## config.mk

```make
export PLATFORM = sky130hd
export DESIGN_NAME = id_ex_reg_flat
export DESIGN_NICKNAME = d
export VERILOG_FILES = /design/src/rtl/id_ex_reg_if.sv /design/src/rtl/id_ex_reg.sv /design/src/flat_wrapper.sv
export SDC_FILE = /design/constraint.sdc
export NUM_CORES = 1
export LEC_CHECK = 0
export CORE_MARGIN = 1.5
export CORE_UTILIZATION = 41
export DETAILED_ROUTE_END_ITERATION = 10
export PLACE_DENSITY = 0.9
export SLEW_MARGIN = 40
export SYNTH_ARGS = -nofsm -noshare
export SYNTH_HDL_FRONTEND = slang
export SYNTH_SLANG_ARGS = --single-unit
```

## constraint.sdc

```tcl
create_clock -name clk -period 5.8 [get_ports clk]
set_clock_uncertainty 0.15 [all_clocks]
set_input_delay 0.58 -clock clk [delete_from_list [all_inputs] [get_ports clk]]
set_output_delay 0.58 -clock clk [all_outputs]
set_load 0.05 [all_outputs]
```

## src/rtl/id_ex_reg_if.sv

```systemverilog
// Bundle of the decoded ID-stage fields and their registered ID_REG copies.
// The master drives the decoded instruction; the slave (pipeline register) returns ID_REG_*.
interface id_ex_reg_if #(
  parameter int CTRL_W = 16
);
  logic              ID_valid;
  logic [31:0]       ID_pc;
  logic [31:0]       ID_imm;
  logic [4:0]        ID_rs1;
  logic [4:0]        ID_rs2;
  logic              ID_rs1_used;
  logic              ID_rs2_used;
  logic [4:0]        ID_rd;
  logic              ID_rd_vld;
  logic [11:0]       ID_csr;
  logic              ID_csr_vld;
  logic              ID_is_load;
  logic [CTRL_W-1:0] ID_ctrl;

  logic              ID_REG_valid;
  logic [31:0]       ID_REG_pc;
  logic [31:0]       ID_REG_imm;
  logic [4:0]        ID_REG_rs1;
  logic [4:0]        ID_REG_rs2;
  logic [4:0]        ID_REG_rd;
  logic              ID_REG_rd_vld;
  logic [11:0]       ID_REG_csr;
  logic              ID_REG_csr_vld;
  logic              ID_REG_is_load;
  logic [CTRL_W-1:0] ID_REG_ctrl;

  modport master (
    output ID_valid, ID_pc, ID_imm, ID_rs1, ID_rs2, ID_rs1_used, ID_rs2_used,
           ID_rd, ID_rd_vld, ID_csr, ID_csr_vld, ID_is_load, ID_ctrl,
    input  ID_REG_valid, ID_REG_pc, ID_REG_imm, ID_REG_rs1, ID_REG_rs2, ID_REG_rd,
           ID_REG_rd_vld, ID_REG_csr, ID_REG_csr_vld, ID_REG_is_load, ID_REG_ctrl
  );

  modport slave (
    input  ID_valid, ID_pc, ID_imm, ID_rs1, ID_rs2, ID_rs1_used, ID_rs2_used,
           ID_rd, ID_rd_vld, ID_csr, ID_csr_vld, ID_is_load, ID_ctrl,
    output ID_REG_valid, ID_REG_pc, ID_REG_imm, ID_REG_rs1, ID_REG_rs2, ID_REG_rd,
           ID_REG_rd_vld, ID_REG_csr, ID_REG_csr_vld, ID_REG_is_load, ID_REG_ctrl
  );
endinterface

```

## src/rtl/id_ex_reg.sv

```systemverilog
// ID/EX pipeline register with load-use interlock, branch flush, whole-pipe freeze
// and a counter of inserted load-use bubbles.
module id_ex_reg #(
  parameter int CTRL_W = 16
) (
  input  logic        clk,
  input  logic        rst,
  id_ex_reg_if.slave  bus,
  input  logic        EX_flush,
  input  logic        pipe_freeze,
  output logic        hz_stall,
  output logic [31:0] hz_cnt
);

  typedef struct packed {
    logic              valid;
    logic [31:0]       pc;
    logic [31:0]       imm;
    logic [4:0]        rs1;
    logic [4:0]        rs2;
    logic [4:0]        rd;
    logic              rd_vld;
    logic [11:0]       csr;
    logic              csr_vld;
    logic              is_load;
    logic [CTRL_W-1:0] ctrl;
  } stage_t;

  stage_t      stage_reg;
  stage_t      stage_next;
  stage_t      captured;
  logic [31:0] hz_cnt_reg;
  logic        cnt_inc;
  logic        rs1_hit;
  logic        rs2_hit;
  logic        load_use;

  // Only sources the instruction really reads can collide with the pending load.
  always_comb begin
    rs1_hit  = bus.ID_rs1_used && (bus.ID_rs1 == stage_reg.rd);
    rs2_hit  = bus.ID_rs2_used && (bus.ID_rs2 == stage_reg.rd);
    load_use = bus.ID_valid && stage_reg.valid && stage_reg.is_load &&
               (stage_reg.rd != 5'd0) && (rs1_hit || rs2_hit);
    hz_stall = pipe_freeze || (load_use && !EX_flush);
  end

  // Fields are taken as-is; flags are qualified so a non-valid slot never acts.
  always_comb begin
    captured.valid   = bus.ID_valid;
    captured.pc      = bus.ID_pc;
    captured.imm     = bus.ID_imm;
    captured.rs1     = bus.ID_rs1;
    captured.rs2     = bus.ID_rs2;
    captured.rd      = bus.ID_rd;
    captured.rd_vld  = bus.ID_rd_vld && bus.ID_valid;
    captured.csr     = bus.ID_csr;
    captured.csr_vld = bus.ID_csr_vld && bus.ID_valid;
    captured.is_load = bus.ID_is_load && bus.ID_valid;
    captured.ctrl    = bus.ID_ctrl;
  end

  // Freeze beats flush (EX re-asserts it once unfrozen); flush beats load-use.
  always_comb begin
    stage_next = stage_reg;
    cnt_inc    = 1'b0;
    if (!pipe_freeze) begin
      if (EX_flush) begin
        stage_next = '0;
      end else if (load_use) begin
        stage_next = '0;
        cnt_inc    = 1'b1;
      end else begin
        stage_next = captured;
      end
    end
  end

  always_ff @(posedge clk or posedge rst) begin
    if (rst) begin
      stage_reg  <= '0;
      hz_cnt_reg <= '0;
    end else begin
      stage_reg <= stage_next;
      if (cnt_inc) begin
        hz_cnt_reg <= hz_cnt_reg + 32'd1;
      end
    end
  end

  assign bus.ID_REG_valid   = stage_reg.valid;
  assign bus.ID_REG_pc      = stage_reg.pc;
  assign bus.ID_REG_imm     = stage_reg.imm;
  assign bus.ID_REG_rs1     = stage_reg.rs1;
  assign bus.ID_REG_rs2     = stage_reg.rs2;
  assign bus.ID_REG_rd      = stage_reg.rd;
  assign bus.ID_REG_rd_vld  = stage_reg.rd_vld;
  assign bus.ID_REG_csr     = stage_reg.csr;
  assign bus.ID_REG_csr_vld = stage_reg.csr_vld;
  assign bus.ID_REG_is_load = stage_reg.is_load;
  assign bus.ID_REG_ctrl    = stage_reg.ctrl;
  assign hz_cnt             = hz_cnt_reg;

endmodule
```

## src/flat_wrapper.sv

```systemverilog
// flat-port wrapper written by rule: the top's interface ports become plain ports
module id_ex_reg_flat 
#(
  parameter int CTRL_W = 16
)
  (clk, rst, EX_flush, pipe_freeze, hz_stall, hz_cnt, bus_ID_valid, bus_ID_pc, bus_ID_imm, bus_ID_rs1, bus_ID_rs2, bus_ID_rs1_used, bus_ID_rs2_used, bus_ID_rd, bus_ID_rd_vld, bus_ID_csr, bus_ID_csr_vld, bus_ID_is_load, bus_ID_ctrl, bus_ID_REG_valid, bus_ID_REG_pc, bus_ID_REG_imm, bus_ID_REG_rs1, bus_ID_REG_rs2, bus_ID_REG_rd, bus_ID_REG_rd_vld, bus_ID_REG_csr, bus_ID_REG_csr_vld, bus_ID_REG_is_load, bus_ID_REG_ctrl);
  id_ex_reg_if #(.CTRL_W(CTRL_W)) bus_i ();
  input  logic clk;
  input  logic rst;
  input  logic EX_flush;
  input  logic pipe_freeze;
  output logic hz_stall;
  output logic [31:0] hz_cnt;
  input wire logic [$bits(bus_i.ID_valid)-1:0] bus_ID_valid;
  input wire logic [$bits(bus_i.ID_pc)-1:0] bus_ID_pc;
  input wire logic [$bits(bus_i.ID_imm)-1:0] bus_ID_imm;
  input wire logic [$bits(bus_i.ID_rs1)-1:0] bus_ID_rs1;
  input wire logic [$bits(bus_i.ID_rs2)-1:0] bus_ID_rs2;
  input wire logic [$bits(bus_i.ID_rs1_used)-1:0] bus_ID_rs1_used;
  input wire logic [$bits(bus_i.ID_rs2_used)-1:0] bus_ID_rs2_used;
  input wire logic [$bits(bus_i.ID_rd)-1:0] bus_ID_rd;
  input wire logic [$bits(bus_i.ID_rd_vld)-1:0] bus_ID_rd_vld;
  input wire logic [$bits(bus_i.ID_csr)-1:0] bus_ID_csr;
  input wire logic [$bits(bus_i.ID_csr_vld)-1:0] bus_ID_csr_vld;
  input wire logic [$bits(bus_i.ID_is_load)-1:0] bus_ID_is_load;
  input wire logic [$bits(bus_i.ID_ctrl)-1:0] bus_ID_ctrl;
  output wire logic [$bits(bus_i.ID_REG_valid)-1:0] bus_ID_REG_valid;
  output wire logic [$bits(bus_i.ID_REG_pc)-1:0] bus_ID_REG_pc;
  output wire logic [$bits(bus_i.ID_REG_imm)-1:0] bus_ID_REG_imm;
  output wire logic [$bits(bus_i.ID_REG_rs1)-1:0] bus_ID_REG_rs1;
  output wire logic [$bits(bus_i.ID_REG_rs2)-1:0] bus_ID_REG_rs2;
  output wire logic [$bits(bus_i.ID_REG_rd)-1:0] bus_ID_REG_rd;
  output wire logic [$bits(bus_i.ID_REG_rd_vld)-1:0] bus_ID_REG_rd_vld;
  output wire logic [$bits(bus_i.ID_REG_csr)-1:0] bus_ID_REG_csr;
  output wire logic [$bits(bus_i.ID_REG_csr_vld)-1:0] bus_ID_REG_csr_vld;
  output wire logic [$bits(bus_i.ID_REG_is_load)-1:0] bus_ID_REG_is_load;
  output wire logic [$bits(bus_i.ID_REG_ctrl)-1:0] bus_ID_REG_ctrl;
  assign bus_i.ID_valid = bus_ID_valid;
  assign bus_i.ID_pc = bus_ID_pc;
  assign bus_i.ID_imm = bus_ID_imm;
  assign bus_i.ID_rs1 = bus_ID_rs1;
  assign bus_i.ID_rs2 = bus_ID_rs2;
  assign bus_i.ID_rs1_used = bus_ID_rs1_used;
  assign bus_i.ID_rs2_used = bus_ID_rs2_used;
  assign bus_i.ID_rd = bus_ID_rd;
  assign bus_i.ID_rd_vld = bus_ID_rd_vld;
  assign bus_i.ID_csr = bus_ID_csr;
  assign bus_i.ID_csr_vld = bus_ID_csr_vld;
  assign bus_i.ID_is_load = bus_ID_is_load;
  assign bus_i.ID_ctrl = bus_ID_ctrl;
  assign bus_ID_REG_valid = bus_i.ID_REG_valid;
  assign bus_ID_REG_pc = bus_i.ID_REG_pc;
  assign bus_ID_REG_imm = bus_i.ID_REG_imm;
  assign bus_ID_REG_rs1 = bus_i.ID_REG_rs1;
  assign bus_ID_REG_rs2 = bus_i.ID_REG_rs2;
  assign bus_ID_REG_rd = bus_i.ID_REG_rd;
  assign bus_ID_REG_rd_vld = bus_i.ID_REG_rd_vld;
  assign bus_ID_REG_csr = bus_i.ID_REG_csr;
  assign bus_ID_REG_csr_vld = bus_i.ID_REG_csr_vld;
  assign bus_ID_REG_is_load = bus_i.ID_REG_is_load;
  assign bus_ID_REG_ctrl = bus_i.ID_REG_ctrl;
  id_ex_reg #(.CTRL_W(CTRL_W)) u_core (.clk(clk), .rst(rst), .bus(bus_i), .EX_flush(EX_flush), .pipe_freeze(pipe_freeze), .hz_stall(hz_stall), .hz_cnt(hz_cnt));
endmodule
```

==> metrics <==
Remaining Overflow, GRT=0; ys flop type=dfrtp_1; r2r endpoint=u_core.bus.ID_REG_rd[2]$_DFFE_PP0N_; via density per instance=5.362; critical path's most frequent cell=clkdlybuf4s50_1; WHS Endpoint=u_core.hz_cnt[10]$_DFFE_PP0P_; Setup Fix Bufs, Post-CTS=0; Yosys cell types=31; Post-Synth XOR/XNOR Area=6.476%; Tcrit/Tclk final=66.61%; max-cap violations=0; CTS tree=built; number of synthesized flops with an enable pin=0; drt drc=0; Yosys warning total=0; share of layout cells above drive strength 1=6.686%; drt wl/cell=19.08 um; GPL Wtd Cong=0.8216; most frequent cell after synthesis=dfrtp_1; PortBufs=260; std cell rows=42; CTS clock-pin slew for the worst setup and hold paths=60 ps; Initial Util=41.87%; adder-cell share of the synthesized area=0.2256%; Total Wirelength=16200 um; vias in the first global route=4832; root buf cell=clkbuf_16; CP startpoint=bus_ID_valid; Critical R2R Launch=u_core.bus.ID_REG_rd[1]$_DFFE_PP0N_; Crit path arrival time=3130 ps; Netlist Area Pre-Place=5545 um2; largest area contributor in the netlist=dfrtp_1; Synth area leaders=dfrtp_1 65%, a22o_1 17%, xnor2_1 4.1%, xor2_1 2.4%, clkbuf_1 1.2%; hold path depth=1; fmax=0.2589 GHz; max-slew violations=0; DP Area=8273 um2; crit path capture type=primary output; flop-to-flop setup slack=3150 ps; Setup CP Type=in2out; antenna violations before repair=0; WP data required=5070 ps; syn nets=527; clock sink total=143; drt pass-1 iters=5; Total GRT Usage=23.36%; unrepaired setup endpoints after global routing=false; Synth async-reset ratio=100.0%; Clock Path Buffers=2; pin count of the biggest net entering global routing=99; H-tree depth=4; Skew-Pair Late Insertion Delay=420 ps; largest family of logic cells by synthesized area=compound AO/OA/AOI/OAI gates; hold crit path type=reg2reg; I/O pins=261; CP Launch Type=input pin; area delta synth->final=61.26%; Leak Pwr=3.925 nW; final hold viol count=0; Slew headroom=47.64%; Post-Layout Inst Area=8942 um2; die area=14230 um2; minimum clock period=3863 ps; Buf+Inv Stages, Crit Path=2; post-synthesis simple-gate area fraction=7.784%; crit-path max FO=16; status=finished, final reports clean; diode count=0; synthesized instance count=409; total number of vias=4552; Largest stage delay, worst path=830 ps; post-layout util=67.53%; synthesized area per cell=13.56 um2; slew of the pin with the lowest slew margin=785.4 ps; CTS resizes=0; DRT antenna net count=0; top cell type's share of synthesized area=64.53%; Hold Crit Start=u_core.hz_cnt[10]$_DFFE_PP0P_; Detailed Place HPWL=11150 um; Core ar.=13240 um2; Net count, final=779; Top delay family on crit path=buffers and inverters; die height=119.3 um; first-pass GRT wire length=25650 um; Post-synth top cells=143 x dfrtp_1, 108 x a22o_1, 26 x xnor2_1; Detailed Route Iter0 Violations=282; mux cell area share after synthesis=0.2031%; CTS Hold Bufs=0; Setup violations, final=0; Num CTS Buffers=17; Synth Area in Compound Gates=18.14%; #FFs+latches synth=143; Peak VDD IR=0.1875 mV; register area share after synthesis=64.53%; P per Cell Area=319.6 nW/um2; Worst R2R Path Depth=5; Sum Neg Setup Slack=0 ps; Critical-path top delay cell=clkdlybuf4s50_1; cells along the critical path=clkdlybuf4s50_1, nand3_1, a21oi_1, nand2_2, o21bai_1, clkdlybuf4s50_1; die width=119.3 um
-- worst max-delay path by stage --
stage                                            to  cells after the start
3_3_place_gp                               hz_stall                      6
4_1_cts                                    hz_stall                      6
5_1_grt                                    hz_stall                      6
2_1_floorplan  u_core.bus.ID_REG_csr[0]$_DFFE_PP0N_                      1
3_5_place_dp                               hz_stall                      6
6_report                                   hz_stall                      6
-- area by class of cell --
class,instances,area (um2)
Tap cell,176,220.2
Clock buffer,21,480.5
Fill cell,929,4300
Timing Repair Buffer,263,2626
Inverter,4,22.52
Multi-Input combinational cell,232,1832
Clock inverter,10,182.7
Sequential cell,143,3578
-- worst reg2reg max path, delay by kind of cell, from the launching register on --
kind                   cells  cell delay, ps
and+or+nand+nor            1             210
buffers and inverters      1             590
AOI/OAI and AO/OA          3            1140
DFF                        1             480
-- routing by layer --
layer  routed length (um)  part of all wire [%]  global-route usage, %  vias to the layer above
met1                 6088                    38                  27.54                     2256
met4                  366                   2.3                  9.524                        0
met3                 1539                   9.5                  8.860                       33
li1                     -                     -                      -                     2038
met5                    0                     0                      0                        -
met2                 8209                    51                  38.51                      225
-- metrics by stage --
stage               total power, mW  instances  worst slack (ps)  hold slack [ps]
global placement              1.652        818              1994            310.5
global route                  2.946        849              1776            362.6
CTS                           2.879        849              1933            343.1
detailed placement            1.663        818              1942            329.4
floorplan                     1.422        409              1232            558.6
finish                        2.858        849              1937            339.5
-- kinds of logic after synthesis --
kind of cell,after synthesis
DFF,143
adders and majority gates,1
muxes,1
AOI/OAI and AO/OA,115
xor gates and xnor gates,41
and+or+nand+nor,74
buffers and inverters,34
-- cell usage in the layout (no fill, tap or decap), types with 4 or more instances in the layout --
cell	Yosys	final
clkdlybuf4s50_1	0	259
dfrtp_1	143	143
a22o_1	108	108
xnor2_1	26	26
nand2_1	17	17
clkbuf_16	0	17
xor2_1	15	15
nand4_1	10	10
nand3_1	9	9
nor4_1	8	8
nor2_1	5	5
nor3_1	5	5
and3_1	5	5
and4_1	5	5
bufinv_16	0	5
clkbuf_8	0	4
-- power by group --
part / internal, mW / leakage [nW] / total, mW / switching (mW)
sequential: 1.06 / 1.88 / 1.10 / 0.0414
clock: 0.805 / 0.317 / 1.21 / 0.407
combinational: 0.220 / 1.72 / 0.547 / 0.327
total: 2.08 / 3.93 / 2.86 / 0.775
Power figures use the tool's default switching activity.
